===== config.mk =====
export PLATFORM = sky130hd
export DESIGN_NAME = sr_ff_driver_flat
export DESIGN_NICKNAME = d
export VERILOG_FILES = /design/src/rtl/sr_ff_driver_pkg.sv /design/src/rtl/sr_ff_driver_if.sv /design/src/rtl/sr_ff_driver.sv /design/src/flat_wrapper.sv
export SDC_FILE = /design/constraint.sdc
export NUM_CORES = 1
export LEC_CHECK = 0
export ABC_AREA = 1
export CELL_PAD_IN_SITES_DETAIL_PLACEMENT = 0
export CELL_PAD_IN_SITES_GLOBAL_PLACEMENT = 2
export CORE_MARGIN = 3
export CORE_UTILIZATION = 27
export DETAILED_ROUTE_END_ITERATION = 10
export PLACE_DENSITY = 0.81
export SLEW_MARGIN = 20
export SYNTH_ARGS = -nofsm -noshare
export SYNTH_HDL_FRONTEND = slang
export SYNTH_SLANG_ARGS = --single-unit

===== constraint.sdc =====
create_clock -name clk -period 1.7 [get_ports clk]
set_input_delay 0.34 -clock clk [delete_from_list [all_inputs] [get_ports clk]]
set_output_delay 0.34 -clock clk [all_outputs]
set_load 0.05 [all_outputs]

===== src/rtl/sr_ff_driver_pkg.sv =====
// Shared types and constants for the SR flip-flop driver.
package sr_drv_pkg;

  localparam int unsigned CNT_W = 8;

  typedef logic [CNT_W-1:0] cnt_t;

  typedef enum logic [1:0] {
    CMD_HOLD   = 2'b00,
    CMD_RESET  = 2'b01,
    CMD_SET    = 2'b10,
    CMD_TOGGLE = 2'b11
  } cmd_e;

  typedef enum logic [1:0] {
    ST_IDLE  = 2'b00,
    ST_PULSE = 2'b01,
    ST_CHECK = 2'b10,
    ST_RESP  = 2'b11
  } state_e;

  // Saturating increment: holds at all-ones instead of wrapping.
  function automatic cnt_t sat_inc(input cnt_t v);
    return (v == '1) ? v : v + cnt_t'(1);
  endfunction

endpackage


===== src/rtl/sr_ff_driver_if.sv =====
// Command/response and flip-flop drive/readback bundle for sr_ff_driver.
interface sr_ff_driver_if;
  import sr_drv_pkg::*;

  logic cmd_valid;
  cmd_e cmd;
  logic cmd_ready;
  logic S;
  logic R;
  logic Q;
  logic Qbar;
  logic rsp_valid;
  logic rsp_err;

  // Requester side: issues commands and presents the flip-flop readback.
  modport master (
    output cmd_valid, cmd, Q, Qbar,
    input  cmd_ready, S, R, rsp_valid, rsp_err
  );

  // Driver side.
  modport slave (
    input  cmd_valid, cmd, Q, Qbar,
    output cmd_ready, S, R, rsp_valid, rsp_err
  );

endinterface


===== src/rtl/sr_ff_driver.sv =====
// Pulses S/R of an external SR flip-flop per command and reports completion.
// Define SR_DRV_READBACK_EN to verify Q/Qbar readback after each pulse.
module sr_ff_driver
  import sr_drv_pkg::*;
#(
  parameter int unsigned PULSE_CYCLES   = 2,
  parameter int unsigned TIMEOUT_CYCLES = 8
) (
  input logic           clk,
  input logic           rst,
  sr_ff_driver_if.slave bus
);

  localparam cnt_t PULSE_LAST = cnt_t'(PULSE_CYCLES);

  state_e r_state;
  cnt_t   r_pulse_cnt;
  logic   r_s;
  logic   r_r;
  logic   r_cmd_ready;
  logic   r_rsp_valid;
  logic   w_tgt_set;

  // TOGGLE resolves against the readback sampled at acceptance.
  always_comb begin
    w_tgt_set = (bus.cmd == CMD_SET) || ((bus.cmd == CMD_TOGGLE) && !bus.Q);
  end

`ifdef SR_DRV_READBACK_EN
  localparam cnt_t TO_LAST = cnt_t'(TIMEOUT_CYCLES - 1);

  cnt_t r_to_cnt;
  logic r_exp_q;
  logic r_rsp_err;
  logic w_rb_bad;
  logic w_rb_ok;

  always_comb begin
    w_rb_bad = (bus.Q == bus.Qbar);
    w_rb_ok  = (bus.Q == r_exp_q) && (bus.Qbar == !r_exp_q);
  end

  assign bus.rsp_err = r_rsp_err;
`else
  localparam cnt_t w_unused_timeout = cnt_t'(TIMEOUT_CYCLES);
  logic w_unused_qbar;
  assign w_unused_qbar = bus.Qbar;
  assign bus.rsp_err   = 1'b0;
`endif

  // Control FSM; S and R are only ever set from a one-hot target.
  always_ff @(posedge clk) begin
    if (rst) begin
      r_state     <= ST_IDLE;
      r_pulse_cnt <= '0;
      r_s         <= 1'b0;
      r_r         <= 1'b0;
      r_cmd_ready <= 1'b0;
      r_rsp_valid <= 1'b0;
`ifdef SR_DRV_READBACK_EN
      r_to_cnt    <= '0;
      r_exp_q     <= 1'b0;
      r_rsp_err   <= 1'b0;
`endif
    end else begin
      r_rsp_valid <= 1'b0;
`ifdef SR_DRV_READBACK_EN
      r_rsp_err   <= 1'b0;
`endif
      case (r_state)
        ST_IDLE: begin
          r_cmd_ready <= 1'b1;
          if (bus.cmd_valid && r_cmd_ready) begin
            r_cmd_ready <= 1'b0;
            if (bus.cmd == CMD_HOLD) begin
              r_state     <= ST_RESP;
              r_rsp_valid <= 1'b1;
            end else begin
              r_state     <= ST_PULSE;
              r_s         <= w_tgt_set;
              r_r         <= !w_tgt_set;
              r_pulse_cnt <= cnt_t'(1);
`ifdef SR_DRV_READBACK_EN
              r_exp_q     <= w_tgt_set;
`endif
            end
          end
        end

        ST_PULSE: begin
          if (r_pulse_cnt >= PULSE_LAST) begin
            r_s <= 1'b0;
            r_r <= 1'b0;
`ifdef SR_DRV_READBACK_EN
            r_state  <= ST_CHECK;
            r_to_cnt <= '0;
`else
            r_state     <= ST_RESP;
            r_rsp_valid <= 1'b1;
`endif
          end else begin
            r_pulse_cnt <= sat_inc(r_pulse_cnt);
          end
        end

        ST_CHECK: begin
`ifdef SR_DRV_READBACK_EN
          // Forbidden/invalid readback wins over both pass and timeout.
          if (w_rb_bad) begin
            r_state     <= ST_RESP;
            r_rsp_valid <= 1'b1;
            r_rsp_err   <= 1'b1;
          end else if (w_rb_ok) begin
            r_state     <= ST_RESP;
            r_rsp_valid <= 1'b1;
          end else if (r_to_cnt >= TO_LAST) begin
            r_state     <= ST_RESP;
            r_rsp_valid <= 1'b1;
            r_rsp_err   <= 1'b1;
          end else begin
            r_to_cnt <= sat_inc(r_to_cnt);
          end
`else
          r_state <= ST_IDLE;
`endif
        end

        ST_RESP: begin
          r_state     <= ST_IDLE;
          r_cmd_ready <= 1'b1;
        end

        default: begin
          r_state <= ST_IDLE;
          r_s     <= 1'b0;
          r_r     <= 1'b0;
        end
      endcase
    end
  end

  assign bus.S         = r_s;
  assign bus.R         = r_r;
  assign bus.cmd_ready = r_cmd_ready;
  assign bus.rsp_valid = r_rsp_valid;

endmodule


===== src/flat_wrapper.sv =====
// flat-port wrapper written by rule: the top's interface ports become plain ports
module sr_ff_driver_flat import sr_drv_pkg::*;
#(
  parameter int unsigned PULSE_CYCLES   = 2,
  parameter int unsigned TIMEOUT_CYCLES = 8
)
  (clk, rst, bus_cmd_valid, bus_cmd, bus_Q, bus_Qbar, bus_cmd_ready, bus_S, bus_R, bus_rsp_valid, bus_rsp_err);
  sr_ff_driver_if bus_i ();
  input logic clk;
  input logic rst;
  input wire logic [$bits(bus_i.cmd_valid)-1:0] bus_cmd_valid;
  input wire logic [$bits(bus_i.cmd)-1:0] bus_cmd;
  input wire logic [$bits(bus_i.Q)-1:0] bus_Q;
  input wire logic [$bits(bus_i.Qbar)-1:0] bus_Qbar;
  output wire logic [$bits(bus_i.cmd_ready)-1:0] bus_cmd_ready;
  output wire logic [$bits(bus_i.S)-1:0] bus_S;
  output wire logic [$bits(bus_i.R)-1:0] bus_R;
  output wire logic [$bits(bus_i.rsp_valid)-1:0] bus_rsp_valid;
  output wire logic [$bits(bus_i.rsp_err)-1:0] bus_rsp_err;
  assign bus_i.cmd_valid = bus_cmd_valid;
  assign bus_i.cmd = bus_cmd;
  assign bus_i.Q = bus_Q;
  assign bus_i.Qbar = bus_Qbar;
  assign bus_cmd_ready = bus_i.cmd_ready;
  assign bus_S = bus_i.S;
  assign bus_R = bus_i.R;
  assign bus_rsp_valid = bus_i.rsp_valid;
  assign bus_rsp_err = bus_i.rsp_err;
  sr_ff_driver #(.PULSE_CYCLES(PULSE_CYCLES), .TIMEOUT_CYCLES(TIMEOUT_CYCLES)) u_core (.clk(clk), .rst(rst), .bus(bus_i));
endmodule

==> results.cfg, run 1 <==
[power]
power.leakage_uw = 0.000398
p_total_uw = 1240
share_comb_of_total_power = 0.464
swShare = 0.425
seqPwrFrac = 0.338
p_int_uw = 712
p_switching_uw = 527
cellPowerDensity_nw_per_um2 = 1410
power.share.clock = 0.198
ir_drop_uv = 753

[timing]
post-route-min-period_ns = 1.48
final_max_slew_viol_count = 0
rsz0062_at_grt = no
fmax_mhz = 677
fin_skew_ns = 0.0142
post-route-period-util = 0.869
setup_violations = 0
hold_violations = 0
fin_tns_setup_ns = 0

[synth]
yosys_warnings = 0
ys_seq_area_frac = 0.393
syn-cell-area_um2 = 713
ys_ff_latch = 14
synth_cell_types = 19
syn_avg_cell_area_um2 = 6.92
syn_inst = 103
synth_nets = 115

[detailed_routing]
wl_um = 1420
first_iter_violations = 21
via_count = 641
first_pass_iters = 4
drtAntennaViolNets = 0
drc = 0
wl_per_cell_um = 9.81
via_per_inst = 4.42

[cts]
cts_root_buffer = clkbuf_4
post-cts-setup-buffers = 0
clock_sinks = 14
clk-insertion-delay-late_ns = 0.28
clkTransAtPathRegs_ns = 0.10
numCtsBuffers = 3
clk_path_buf_depth = 2
cts_tree = yes
cts_resized = 0
cts-hold-fix-buffers = 0
ctsHtreeMaxLevel = 1

[worst_setup_path]
worstPathArrival_ns = 1.70
path_class = reg2reg
cp_max_fo = 4
startpoint_type = register
crit_required_ns = 1.92
end_kind = register

[final_layout]
regArea_um2 = 280
finalNetCount = 130
layout_commonest_cell = nand2_1
multi_input_area_um2 = 369
area_growth_syn_to_layout_pct = 22.8
nFillCells = 254
layout_common_cells = nand2_1, nor2_1, dfxtp_1
drive_above_1_share = 0.162
n_antenna_cell = 0

[hold_path]
holdCritPathClass = reg2reg

[floorplan]
core_area_um2 = 2360
design.portCount = 12
dieArea_um2 = 3290
start_util = 0.302
die_w_um = 57.4
rows = 17
die_h_um = 57.4

[global_route]
grt_busiest_layer = met2
grt_pass1_wl_um = 2590
grt_pass1_vias = 624
globalRouteOverflowTotal = 0
grt_usage = 0.101
use_met1 = 0.128
grt_antenna_before_repair = 0
grt_max_degree = 10
grtUsageMet3 = 0.0475
use_met2 = 0.158

[status]
outcome = complete, no violations

[placed_design]
place_congestion = 0.739
port_buffers = 9
place_hpwl_um = 1160

[job]
maxCapViolCount = 0
registers in the layout, summed over array words and instances, names as in the netlist:
name	count
u_core.bus.R	1
u_core.bus.cmd_ready	1
u_core.bus.rsp_valid	1
u_core.r_pulse_cnt	8
u_core.r_state	2
u_core.bus.S	1
layout make-up:
class	count	share of cell area
Clock buffer	4	0.0414
Inverter	14	0.0600
Multi-Input combinational cell	73	0.421
Sequential cell	14	0.320
Tap cell	28	0.0400
Timing Repair Buffer	12	0.117
worst max-delay path, cell delays in order, from the launching register on:
cell	delay (ns)
dfxtp_1	0.39
inv_1	0.06
ha_1	0.19
nor2_1	0.10
nand3_1	0.13
nor3_1	0.27
nand3_1	0.12
a21oi_1	0.15
through the flow:
| step | std cells | cell area [um^2] | utilization | setup slack [ns] | hold slack, ns |
|---|---|---|---|---|---|
| global route | 145 | 876 | 0.371 | 0.0304 | 0.482 |
| CTS | 145 | 876 | 0.371 | 0.228 | 0.466 |
| floorplan | 103 | 713 | - | 0.224 | 0.417 |
| finish | 145 | 876 | 0.371 | 0.222 | 0.462 |
| global placement | 141 | 840 | 0.356 | 0.0564 | 0.447 |
| detailed placement | 141 | 840 | 0.356 | 0.0446 | 0.451 |
final timing paths:
path | start | end | slack [ns] | cells past startpoint
max | u_core.r_pulse_cnt[0]$_SDFFE_PP0P_ | u_core.r_pulse_cnt[1]$_SDFFE_PP0P_ | 0.22 | 7
min | u_core.r_pulse_cnt[4]$_SDFFE_PP0P_ | u_core.r_pulse_cnt[4]$_SDFFE_PP0P_ | 0.46 | 2
max reg2reg | u_core.r_pulse_cnt[0]$_SDFFE_PP0P_ | u_core.r_pulse_cnt[1]$_SDFFE_PP0P_ | 0.22 | 7
min reg2reg | u_core.r_pulse_cnt[4]$_SDFFE_PP0P_ | u_core.r_pulse_cnt[4]$_SDFFE_PP0P_ | 0.46 | 2
metal layers:
layer / part of all wire / up-vias / routed length (um)
met5: 0 / - / 0
met4: 0.0098 / 0 / 14
met3: 0.036 / 2 / 51
met2: 0.43 / 8 / 607
met1: 0.53 / 284 / 749
li1: - / 347 / -
kinds of logic (layout without fill, tap and decap cells):
| logic type | count (synthesis) | in the layout | share of synthesized area |
|---|---|---|---|
| other | 1 | 1 | 0.00526 |
| flip-flops | 14 | 14 | 0.393 |
| adder cells (fa/ha/maj) | 5 | 5 | 0.0877 |
| AO/OA/AOI/OAI | 10 | 10 | 0.0702 |
| AND/OR/NAND/NOR | 57 | 57 | 0.354 |
| buffers and inverters | 16 | 30 | 0.0895 |
power by group through the flow:
stage | registers (uW) | logic (uW) | clock network (uW)
5_1_grt | 427 | 654 | 270
3_3_place_gp | 425 | 582 | 0
6_report | 418 | 575 | 245
2_1_floorplan | 497 | 362 | 0
3_5_place_dp | 426 | 584 | 0
4_1_cts | 419 | 585 | 260
cells in the mapped netlist, drive strengths merged:
master  instances  area share
nand2          27        0.15
nor2           17        0.10
dfxtp          14        0.39
inv            13       0.068
nand3          10       0.077
a21oi           8       0.056
ha              5       0.088
nor3            3       0.021
o21ai           2       0.014
buf             1       0.011
clkbuf          1      0.0053
clkinv          1      0.0053
conb            1      0.0053
Power figures use the tool's default switching activity.
==> run 2: changes to the inputs <==
--- a/config.mk
+++ b/config.mk
@@ -10,7 +10,9 @@
 export CELL_PAD_IN_SITES_GLOBAL_PLACEMENT = 2
 export CORE_MARGIN = 3
 export CORE_UTILIZATION = 27
+export CTS_CLUSTER_DIAMETER = 100
 export DETAILED_ROUTE_END_ITERATION = 10
+export GPL_ROUTABILITY_DRIVEN = 0
 export PLACE_DENSITY = 0.81
 export SLEW_MARGIN = 20
 export SYNTH_ARGS = -nofsm -noshare
==> results of run 2 <==
The final DEF is identical to that of run 1; final timing and power are the same.
==> run 3: changes to the inputs <==
--- a/config.mk
+++ b/config.mk
@@ -5,15 +5,15 @@
 export SDC_FILE = /design/constraint.sdc
 export NUM_CORES = 1
 export LEC_CHECK = 0
-export ABC_AREA = 1
 export CELL_PAD_IN_SITES_DETAIL_PLACEMENT = 0
 export CELL_PAD_IN_SITES_GLOBAL_PLACEMENT = 2
 export CORE_MARGIN = 3
-export CORE_UTILIZATION = 27
+export CORE_UTILIZATION = 31
 export CTS_CLUSTER_DIAMETER = 100
 export DETAILED_ROUTE_END_ITERATION = 10
 export GPL_ROUTABILITY_DRIVEN = 0
-export PLACE_DENSITY = 0.81
+export PLACE_DENSITY_LB_ADDON = 0.1
+export RECOVER_POWER = 25
 export SLEW_MARGIN = 20
 export SYNTH_ARGS = -nofsm -noshare
 export SYNTH_HDL_FRONTEND = slang
==> run 3 against run 2 <==
Effect of this change:
- die area is 10% lower
- global-route usage is 1.8 points higher
- cell count shrank 19%
- flip-flop and latch count is the same
- worst hold slack better by 0.012 ns
- sequential power increased by 1%
- routed wire length fell by 0.70%
- critical path type unchanged
- non-clock buffer count is 2 higher
- highest routed layer is now met3
- fmax decreased by 3.4%
- register-to-register slack worse by 0.05 ns
- via count down 10%
==> results.cfg, run 3 <==
[detailed_routing]
wl_per_cell_um = 12.0
first_pass_iters = 5
first_iter_violations = 5
wl_um = 1410
via_per_inst = 4.87
via_count = 575
drtAntennaViolNets = 0
drc = 0

[cts]
clock_sinks = 14
cts_tree = yes
post-cts-setup-buffers = 0
ctsHtreeMaxLevel = 1
numCtsBuffers = 3
cts_resized = 0
cts-hold-fix-buffers = 0
clkTransAtPathRegs_ns = 0.08
clk-insertion-delay-late_ns = 0.28
clk_path_buf_depth = 2
cts_root_buffer = clkbuf_4

[power]
cellPowerDensity_nw_per_um2 = 1330
p_total_uw = 1180
ir_drop_uv = 642
power.leakage_uw = 0.000364

[synth]
synth_xor_area_frac = 0
synth_top_area_frac = 0.386
syn_avg_cell_area_um2 = 9.69
yosys_warnings = 0
syn-cell-area_um2 = 727
synth_edf_count = 0
syn_inst = 75
ys_ff_latch = 14
async_reset_ff_frac = 0
ys_seq_area_frac = 0.386
synthSimpleGateAreaFrac = 0.322
synth_nets = 87
synth_compound_area_frac = 0.170
synth.area.mux_share = 0
synth_cell_types = 32
synth_common_cells = dfxtp_1, nor2_1, ha_1, nand2_1
synth_area_leaders = dfxtp_1, ha_1, nor4_4
synth_fa_ha_area_frac = 0.0861
synth.most_common_cell = dfxtp_1
ys.flop_type = dfxtp_1
synth_top_family_by_area = simple AND/OR/NAND/NOR gates
yosys.area.top_type = dfxtp_1

[final_layout]
n_antenna_cell = 0
post-route-util = 0.427
multi_input_area_um2 = 424
final_area_um2 = 888
layout_commonest_cell = dfxtp_1
drive_above_1_share = 0.220
regArea_um2 = 280
area_growth_syn_to_layout_pct = 22.2
finalNetCount = 104
layout_common_cells = dfxtp_1, nor2_1
reg.largest.list = u_core.r_pulse_cnt (8), u_core.r_state (2)
nFillCells = 225
regMostFlops = u_core.r_pulse_cnt
largest_register_ffs = 8

[hold_path]
holdCritPathClass = reg2reg

[timing]
setup_violations = 0
post-route-period-util = 0.900
rsz0062_at_grt = no
fmax_mhz = 654
fin_skew_ns = 0.00449
worst_hold_slack_ns = 0.474
worst_slew_pin_slew_ns = 0.593
post-route-min-period_ns = 1.53
hold_violations = 0
slew_headroom = 0.606
final_max_slew_viol_count = 0

[status]
outcome = complete, no violations

[worst_setup_path]
worstPathArrival_ns = 1.71
crit_required_ns = 1.88
cp_max_fo = 4
path_class = reg2reg
end_kind = register
startpoint_type = register

[floorplan]
die_w_um = 54.4
die_h_um = 54.4
rows = 16
start_util = 0.349
dieArea_um2 = 2960
design.portCount = 12
core_area_um2 = 2080

[global_route]
grt_pass1_vias = 559
grt_usage = 0.120
grt_max_degree = 9
globalRouteOverflowTotal = 0
grt_antenna_before_repair = 0
grt_pass1_wl_um = 2500

[placed_design]
place_hpwl_um = 1120
port_buffers = 9
place_area_um2 = 867

[job]
maxCapViolCount = 0
run 3: changes by cell type in the layout (fill, tap and decap cells not counted), sizes merged, moves of 3 or more:
cell | previous run | this run
nand2 | 27 | 5
and3 | 0 | 5
clkbuf | 4 | 8
nand3 | 10 | 2
nor2 | 17 | 6
a21oi | 8 | 2
o21a | 0 | 3
inv | 13 | 3
and2 | 0 | 4
run 3: worst max-delay path, stage by stage, from the launching register on:
cell     delay, ns
dfxtp_1       0.43
ha_1          0.21
and3_1        0.20
nand4_2       0.17
and3_1        0.26
o21a_1        0.16
run 3: cell families after synthesis:
family / count (synthesis)
flip-flops: 14
buffers and inverters: 5
AO/OA/AOI/OAI: 16
adder cells (fa/ha/maj): 5
AND/OR/NAND/NOR: 34
other: 1
run 3: worst paths after layout:
| path | slack, ns | startpoint | cells past startpoint | endpoint |
|---|---|---|---|---|
| setup reg to reg | 0.17 | u_core.r_pulse_cnt[1]$_SDFFE_PP0P_ | 5 | u_core.r_pulse_cnt[0]$_SDFFE_PP0P_ |
| setup / recovery | 0.17 | u_core.r_pulse_cnt[1]$_SDFFE_PP0P_ | 5 | u_core.r_pulse_cnt[0]$_SDFFE_PP0P_ |
| hold reg to reg | 0.47 | u_core.bus.S$_SDFFE_PP0P_ | 2 | u_core.bus.S$_SDFFE_PP0P_ |
| hold / removal | 0.47 | u_core.bus.S$_SDFFE_PP0P_ | 2 | u_core.bus.S$_SDFFE_PP0P_ |
run 3: power breakdown:
part           leakage (uW)  switching, uW  internal, uW  total, uW
logic              0.000229            316           204        520
registers          0.000114           42.9           381        424
clock network     0.0000210            110           130        241
total              0.000364            470           715       1180
run 3: per-stage QoR:
stage	setup WS (ns)	instances	setup TNS (ns)
after global placement	-0.00533	114	-0.00533
final	0.170	118	0
after detailed placement	-0.0128	114	-0.0190
after CTS	0.143	118	0
after global routing	0.0229	118	0
after floorplan	0.200	75	0
run 3: per-layer routing:
metal  vias up  GRT usage  part of all wire
met5         -          0                 0
met4         0     0.0249                 0
met3         0     0.0490             0.069
met2        14      0.177              0.44
met1       260      0.162              0.49
li1        301          -                 -
run 3: final cells by class:
cell class	instances	area share
multi-input combinational	56	0.477
sequential	14	0.315
clock buffer	4	0.0408
tap	27	0.0380
inverter	3	0.0127
timing repair buffer	14	0.115
